===== config.mk =====
export PLATFORM = sky130hd
export DESIGN_NAME = max7219_rx
export DESIGN_NICKNAME = d
export VERILOG_FILES = /design/src/rtl/max7219_pkg.sv /design/src/rtl/max7219_rx_shift.sv /design/src/rtl/max7219_rx.sv
export SDC_FILE = /design/constraint.sdc
export NUM_CORES = 1
export LEC_CHECK = 0
export BUFFER_PORTS_ARGS = -buffer_cell sky130_fd_sc_hd__buf_2
export CAP_MARGIN = 20
export CORE_MARGIN = 4
export CORE_UTILIZATION = 55
export CTS_CLUSTER_DIAMETER = 120
export DETAILED_ROUTE_END_ITERATION = 6
export GPL_TIMING_DRIVEN = 0
export PLACE_DENSITY = 0.8
export SYNTH_ARGS = -nofsm -noshare
export SYNTH_HDL_FRONTEND = slang
export SYNTH_HIERARCHICAL = 1
export SYNTH_SLANG_ARGS = --single-unit

===== constraint.sdc =====
create_clock -name clk -period 4.4 [get_ports clk]
set_input_delay 0.44 -clock clk [delete_from_list [all_inputs] [get_ports clk]]
set_output_delay 0.44 -clock clk [all_outputs]
set_load 0.01 [all_outputs]

===== src/rtl/max7219_pkg.sv =====
// max7219_pkg: shared constants for the MAX7219-compatible receiver
package max7219_pkg;
  localparam int FRAME_W = 16;
  localparam logic [3:0] ADDR_NOOP = 4'h0;
  localparam logic [3:0] ADDR_DIGIT0 = 4'h1;
  localparam logic [3:0] ADDR_DIGIT1 = 4'h2;
  localparam logic [3:0] ADDR_DIGIT2 = 4'h3;
  localparam logic [3:0] ADDR_DIGIT3 = 4'h4;
  localparam logic [3:0] ADDR_DIGIT4 = 4'h5;
  localparam logic [3:0] ADDR_DIGIT5 = 4'h6;
  localparam logic [3:0] ADDR_DIGIT6 = 4'h7;
  localparam logic [3:0] ADDR_DIGIT7 = 4'h8;
  localparam logic [3:0] ADDR_DECODE = 4'h9;
  localparam logic [3:0] ADDR_INTENSITY = 4'hA;
  localparam logic [3:0] ADDR_SCANLIM = 4'hB;
  localparam logic [3:0] ADDR_SHUTDOWN = 4'hC;
  localparam logic [3:0] ADDR_TEST = 4'hF;
  localparam logic [7:0] RST_DIGIT = 8'h00;
  localparam logic [7:0] RST_DECODE = 8'h00;
  localparam logic [3:0] RST_INTENSITY = 4'h0;
  localparam logic [2:0] RST_SCANLIM = 3'h0;
  localparam logic RST_SHUTDOWN = 1'b1;
  localparam logic RST_TEST = 1'b0;
endpackage


===== src/rtl/max7219_rx_shift.sv =====
// max7219_rx_shift: serial synchronizers, edge detection and 16-bit frame shifter
module max7219_rx_shift
  import max7219_pkg::*;
#(
  parameter int SYNC_STAGES = 2
) (
  input  logic               clk,
  input  logic               reset_n,
  input  logic               ser_clk,
  input  logic               ser_din,
  input  logic               ser_load,
  output logic [FRAME_W-1:0] frame_word,
  output logic               load_ok,
  output logic               load_short
);
  localparam int CW = $clog2(FRAME_W + 1);
  logic [SYNC_STAGES-1:0] clk_s, din_s, load_s;
  logic clk_q, load_q, clk_rise, load_rise, full;
  logic [CW-1:0] cnt;
  assign clk_rise = clk_s[SYNC_STAGES-1] & ~clk_q;
  assign load_rise = load_s[SYNC_STAGES-1] & ~load_q;
  assign full = cnt == CW'(FRAME_W);
  assign load_ok = load_rise & full;
  assign load_short = load_rise & ~full;
  always_ff @(posedge clk or negedge reset_n)
    if (!reset_n) begin
      clk_s <= '0;
      din_s <= '0;
      load_s <= '1;
      clk_q <= 1'b0;
      load_q <= 1'b1;
      cnt <= '0;
      frame_word <= '0;
    end else begin
      clk_s <= {clk_s[SYNC_STAGES-2:0], ser_clk};
      din_s <= {din_s[SYNC_STAGES-2:0], ser_din};
      load_s <= {load_s[SYNC_STAGES-2:0], ser_load};
      clk_q <= clk_s[SYNC_STAGES-1];
      load_q <= load_s[SYNC_STAGES-1];
      if (load_rise)
        cnt <= '0;
      else if (clk_rise && !load_s[SYNC_STAGES-1]) begin
        frame_word <= {frame_word[FRAME_W-2:0], din_s[SYNC_STAGES-1]};
        cnt <= full ? cnt : cnt + CW'(1);
      end
    end
endmodule


===== src/rtl/max7219_rx.sv =====
// max7219_rx: MAX7219-compatible serial responder with register file and PWM row scan
module max7219_rx
  import max7219_pkg::*;
#(
  parameter int SCAN_DIV = 1000,
  parameter int SYNC_STAGES = 2
) (
  input  logic       clk,
  input  logic       reset_n,
  input  logic       ser_clk,
  input  logic       ser_din,
  input  logic       ser_load,
  output logic       frame_valid,
  output logic [3:0] frame_addr,
  output logic [7:0] frame_data,
  output logic       frame_short,
  output logic [7:0] reg_decode,
  output logic [3:0] reg_intensity,
  output logic [2:0] reg_scan_limit,
  output logic       reg_shutdown,
  output logic       reg_test,
  output logic [7:0] row_n,
  output logic [7:0] col
);
  localparam int PW = $clog2(SCAN_DIV);
  logic [FRAME_W-1:0] frame_word;
  logic load_ok, load_short, wrap, pwm_on, unused_hi;
  logic [3:0] addr;
  logic [7:0] data, row_sel, row_nxt, col_nxt;
  logic [7:0] digit [8];
  logic [PW-1:0] presc;
  logic [2:0] index;
  assign addr = frame_word[11:8];
  assign data = frame_word[7:0];
  assign unused_hi = &frame_word[15:12];
  assign wrap = presc == PW'(SCAN_DIV - 1);
  assign row_sel = 8'b1 << index;
  assign pwm_on = (32'(presc) << 4) < ((32'(reg_intensity) + 32'd1) * 32'(SCAN_DIV));
  max7219_rx_shift #(.SYNC_STAGES(SYNC_STAGES)) u_shift (
    .clk(clk),
    .reset_n(reset_n),
    .ser_clk(ser_clk),
    .ser_din(ser_din),
    .ser_load(ser_load),
    .frame_word(frame_word),
    .load_ok(load_ok),
    .load_short(load_short)
  );
  always_ff @(posedge clk or negedge reset_n)
    if (!reset_n) begin
      frame_valid <= 1'b0;
      frame_short <= 1'b0;
      frame_addr <= 4'h0;
      frame_data <= 8'h00;
      reg_decode <= RST_DECODE;
      reg_intensity <= RST_INTENSITY;
      reg_scan_limit <= RST_SCANLIM;
      reg_shutdown <= RST_SHUTDOWN;
      reg_test <= RST_TEST;
      for (int i = 0; i < 8; i++) digit[i] <= RST_DIGIT;
    end else begin
      frame_valid <= load_ok;
      frame_short <= load_short;
      if (load_ok) begin
        frame_addr <= addr;
        frame_data <= data;
        case (addr)
          ADDR_DIGIT0, ADDR_DIGIT1, ADDR_DIGIT2, ADDR_DIGIT3,
          ADDR_DIGIT4, ADDR_DIGIT5, ADDR_DIGIT6, ADDR_DIGIT7: digit[3'(addr - ADDR_DIGIT0)] <= data;
          ADDR_DECODE: reg_decode <= data;
          ADDR_INTENSITY: reg_intensity <= data[3:0];
          ADDR_SCANLIM: reg_scan_limit <= data[2:0];
          ADDR_SHUTDOWN: reg_shutdown <= ~data[0];
          ADDR_TEST: reg_test <= data[0];
          ADDR_NOOP: ;
          default: ;
        endcase
      end
    end
  always_ff @(posedge clk or negedge reset_n)
    if (!reset_n) begin
      presc <= '0;
      index <= 3'd0;
    end else begin
      presc <= wrap ? '0 : presc + PW'(1);
      if (wrap) index <= (index >= reg_scan_limit) ? 3'd0 : index + 3'd1;
    end
  always_comb begin
    row_nxt = (reg_shutdown && !reg_test) ? 8'hFF : ~row_sel;
    col_nxt = reg_test ? 8'hFF : reg_shutdown ? 8'h00 : pwm_on ? digit[index] : 8'h00;
  end
  always_ff @(posedge clk or negedge reset_n)
    if (!reset_n) begin
      row_n <= 8'hFF;
      col <= 8'h00;
    end else begin
      row_n <= row_nxt;
      col <= col_nxt;
    end
endmodule


Word level (Yosys, flattened, before mapping)

Cells that the tools add are included.

Divide/modulo/power cells: 0
$mul: 1
Muxes and demuxes: 15
Shift operators: 1
Eq/ne operators: 16
Reductions and logical operators: 15
$lt $le $gt $ge: 5
Bitwise operators: 12
Add/subtract/negate cells: 5

Operator list:

| kind                                                                   | count |
|---|---|
| 64-bit bitwise mux                                                     | 1 |
| 8-bit two-way mux                                                      | 7 |
| 8-bit binary-select mux with 3-bit select                              | 1 |
| 8-bit demux with 3-bit select                                          | 1 |
| 4-bit equality test (second input constant)                            | 6 |
| 4-bit by 3-bit equality test with 1-bit output (second input constant) | 4 |
| 2-bit AND reduction                                                    | 8 |
| 14-bit by 15-bit less-than comparator with 1-bit output                | 1 |
| 5-bit two-way mux                                                      | 3 |
| 5-bit by 7-bit multiplier with 12-bit output (second input constant)   | 1 |
| 10-bit by 1-bit adder with 10-bit output (second input constant)       | 1 |
| 10-bit equality test (second input constant)                           | 1 |
| 10-bit two-way mux                                                     | 1 |
| 4-bit by 2-bit equality test with 1-bit output (second input constant) | 2 |
| 4-bit >= comparator (second input constant)                            | 2 |
| 3-bit NOT with 4-bit output                                            | 2 |
| 8-bit NOT                                                              | 1 |
| 8-bit OR reduction                                                     | 1 |
| 1-bit by 3-bit left shift with 8-bit output (first input constant)     | 1 |
| 4-bit by 1-bit adder with 5-bit output (second input constant)         | 1 |
| 5-bit by 1-bit adder with 5-bit output (second input constant)         | 1 |
| 5-bit equality test (second input constant)                            | 1 |
| 1-bit NOT                                                              | 5 |
| 1-bit bitwise AND                                                      | 4 |
| other kinds (10)                                                       | 13 |

Output and inout port bits: 47
Bits in read-only memories: 0
Register bits: 149
Bits of input ports: 5
RAM bits: 0
Logic and storage cells: 98
Memories: 0
Bits in latches: 0

Longest topological paths before layout

Word-level depth: 7
Mapped depth: 18
Depth with buffers taken out: 17

Cells and area by module

The synthesis kept the hierarchy.

By module, submodules not included:

| module           | sequential area each (µm²) | times used | area an instance (µm²) | cells each |
|---|---|---|---|---|
| max7219_rx       | 3114.2                     | 1          | 6495.0                 | 495 |
| max7219_rx_shift | 729.4                      | 1          | 1107.3                 | 107 |

Worst setup path after synthesis

No wires, ideal clock.

Path type: register -> register
Start: register reg_intensity[0]
End: register col[6]
Path slack: -0.464 ns
Library setup time: 0.067 ns
Period minus slack after synthesis: 4.864 ns
Buffers on the path: 0
Data arrival time: 4.797 ns
Required time: 4.333 ns
Stages on the path, launching flop included: 17
Cell sequence: dfrtp_1 -> ha_1 -> xor2_1 -> inv_1 -> fa_1 -> fa_1 -> fa_1 -> inv_1 -> ha_1 -> o211a_1 -> o21ai_0 -> nand2_1 -> xnor2_1 -> ha_1 -> a211o_1 -> o221ai_1 -> a221o_1

Word-level cells in the longest chain between the ends: 6

RTL lines:

| item                                                    | RTL line         | text |
|---|---|---|
| from (decl)                                             | max7219_rx.sv:18 | `output logic [3:0] reg_intensity,` |
| from (signal assigned)                                  | max7219_rx.sv:71 | `ADDR_INTENSITY: reg_intensity <= data[3:0];` |
| 4-bit by 1-bit adder with 5-bit output                  | max7219_rx.sv:38 | `assign pwm_on = (32'(presc) << 4) < ((32'(reg_intensity) + 32'd1) * 32'(SCAN_DIV));` |
| 5-bit by 7-bit multiplier with 12-bit output            | max7219_rx.sv:38 |  |
| 14-bit by 15-bit less-than comparator with 1-bit output | max7219_rx.sv:38 |  |
| 8-bit two-way mux (3 in series)                         | max7219_rx.sv:90 | `col_nxt = reg_test ? 8'hFF : reg_shutdown ? 8'h00 : pwm_on ? digit[index] : 8'h00;` |
| via col_nxt[6]                                          | max7219_rx.sv:29 | `logic [7:0] data, row_sel, row_nxt, col_nxt;` |
| to (signal assigned)                                    | max7219_rx.sv:98 | `col <= col_nxt;` |
| to (decl)                                               | max7219_rx.sv:23 | `output logic [7:0] col` |

The timed path passes the listed nets, and every way through them passes these cells.
A chain may end at the register's enable or synchronous reset.

Worst setup path after layout

Start: register reg_intensity[0]
End: register col[1]

Same word-level chain as after synthesis.

==> results.md <==
* Status: finished, violations left
* Failing checks: setup timing
* First-pass GRT wire length at 26,250 microns
* Finished layout cell area at 0.008935 sq mm
* Pwr dens at 346.4 mW/mm^2
* Hold Fails Final Rpt at 0
* Detailed Route WL at 15,900 microns
* Setup TNS at -0.5448 ns
* Post-DP HPWL at 10,720 microns
* Placed Area at 0.008020 sq mm
* Die Area at 0.01549 sq mm
* Final setup fails at 8
* Worst hold path type: input port to flip-flop
* CTS tree: built
* CTS max path bufs at 2
* # clock sinks at 149
* Overall routing resource usage at 0.2127
* DR iter-0 viols at 302
* FP Rows at 42
* # fillers at 963
* 1st-pass router iterations at 4
* Initial Utilization at 0.5631
* Vias in the first global route at 5,275
* Clk root buf: clkbuf_16
* Max-slew violation count at 0
* DR DRC count at 0
* CP Class: flip-flop to flip-flop
* Setup crit start kind: flip-flop
* VDD IR-drop max at 0.0004393 V
* Diode count at 0
* P_leak at 4.528 nW
* Worst endpoint data arrival time at 4.83 ns
* Req. time, crit path at 4.76 ns
* Clk_lat worst skew at 0.43 ns
* Relative slew slack at 0.4344
* Fin nets at 737
* Final GP Congestion at 0.8387
* Maxcap violations at 0
* Grt total ovfl at 0
* Gate Count Post-Synth at 586
* Final Critical Period at 4.474 ns
* Critical Path Sink Type: flip-flop
* Layout cell share with drive strength beyond 1 at 0.3823
* Max frequency at 0.2235 GHz
* Chip Height at 124.4 microns
* Syn Std Cell Area at 0.007457 sq mm
* Tcrit/Tclk final at 1.017
* Fin util at 0.6747
* Worst Path Max Fanout at 8
* Syn Nets at 647
* CTS clock-pin slew for the worst setup and hold paths at 0.06 ns
* TritonCTS Buffers at 17
* Vias after detailed routing at 4,852
* Ys Warns at 6
* Largest net degree at the start of global routing at 101
* H-Tree Level Count at 4
* Chip width at 124.4 microns
* Core ar. at 0.01324 sq mm
* Syn_area_per_cell at 12.73 sq um
* WL/cell at 18.40 microns
* Layout area overhead at 19.82%
* WHS at 0.1109 ns
* Io pins at 52
* Vias/cell at 5.616
* Worst setup margin at -0.07389 ns
* Unrepaired setup endpoints after global routing: yes
* Post-route ant nets at 0
* Final Skew at 0.01016 ns
* Initial antenna violation count at 0
* Worst-margin pin slew at 0.8483 ns
* Number of I/O port buffers at 51
==> registers in the layout (all words and copies together) (netlist names), 5 cells and up <==
| signal | flops |
|---|---|
| frame_data | 8 |
| reg_decode | 8 |
| row_n | 8 |
| u_shift/frame_word | 12 |
| col | 8 |
| u_shift/cnt | 5 |
| digit | 64 |
| presc | 10 |
==> area by class of cell <==
| type | instances | area (sq um) | share of cell area |
|---|---|---|---|
| flip-flops and latches | 149 | 3749 | 0.4195 |
| multi-input cells | 378 | 3661 | 0.4097 |
| repair buffers | 72 | 465.4 | 0.05209 |
| clock buffers | 18 | 429.2 | 0.04803 |
| well taps | 176 | 220.2 | 0.02465 |
| clock inverters | 13 | 183.9 | 0.02059 |
| inverters | 36 | 135.1 | 0.01512 |
| plain buffers | 22 | 91.34 | 0.01022 |
==> placed cells by master, fill, tap and decap left out, types with 4 or more instances in the layout <==
cell and n:
nor2_1 31, o21ai_0 10, nand2_2 5, a221o_1 8, clkbuf_16 17, xnor2_1 9
a21oi_1 8, buf_1 4, xor2_1 8, dfstp_2 12, mux4_2 16, inv_1 32
ha_1 43, nand2b_1 5, bufinv_16 4, clkinvlp_4 6, nand3_4 6, dfrtp_1 133
clkbuf_1 16, nand3_1 14, buf_4 17, mux2_2 91, fa_1 8, buf_2 51
mux2i_1 8, inv_2 4, nand2_1 52, dfrtp_2 4, buf_6 4
==> critical path, cell delays in order (launching register included) <==
cell	delay, ns
dfrtp_2	0.46
ha_4	0.20
buf_6	0.12
nand3_4	0.07
inv_2	0.06
fa_2	0.58
fa_1	0.42
fa_1	0.59
inv_2	0.06
ha_4	0.25
o211a_1	0.23
o21ai_2	0.08
nand2_1	0.09
xnor2_1	0.18
ha_1	0.28
a211o_1	0.29
o221ai_4	0.26
a221o_1	0.21
==> what timing repair did <==
item,CTS,global route
resized for setup,16,12
setup buffers,10,9
endpoints found under the setup margin,8,8
pin swaps,21,29
hold buffers,1,0
endpoints found under the hold margin,49,0
==> metrics by stage <==
stage | setup WS, ns | total power [mW] | std cells
6_report | -0.07389 | 3.095 | 864
5_1_grt | -0.2255 | 3.198 | 864
4_1_cts | -0.02361 | 3.114 | 855
3_5_place_dp | -0.4294 | 1.615 | 814
3_3_place_gp | -0.3071 | 1.598 | 813
2_1_floorplan | 0.003052 | 1.537 | 586
==> power by group <==
part           switching, mW  internal (mW)  total, mW  leakage (nW)
Clock                  0.560          0.941       1.50         0.280
Combinational          0.128         0.0392      0.168          2.25
Sequential            0.0284           1.40       1.43          2.00
Total                  0.717           2.38       3.09          4.53
==> routing by layer <==
metal | vias to the layer above | track usage | wire, microns
met1 | 2485 | 0.2627 | 6719
met2 | 109 | 0.3635 | 8314
met4 | 0 | 0.08124 | 312
met3 | 26 | 0.05017 | 549
met5 | - | 0 | 0
li1 | 2232 | - | -
==> worst paths after layout <==
kind                                  start                end  slack (ns)  cells past startpoint
setup / recovery           reg_intensity[0]             col[1]       -0.07                     17
hold / removal                     ser_load  u_shift/load_s[0]        0.11                      1
max in group asynchronous           reset_n     u_shift/load_q        3.03                      3
setup reg to reg           reg_intensity[0]             col[1]       -0.07                     17
hold reg to reg            u_shift/din_s[0]   u_shift/din_s[1]        0.35                      0
min in group asynchronous           reset_n             col[4]        0.52                      2
No activity file was read; power rests on OpenSTA's default activity.
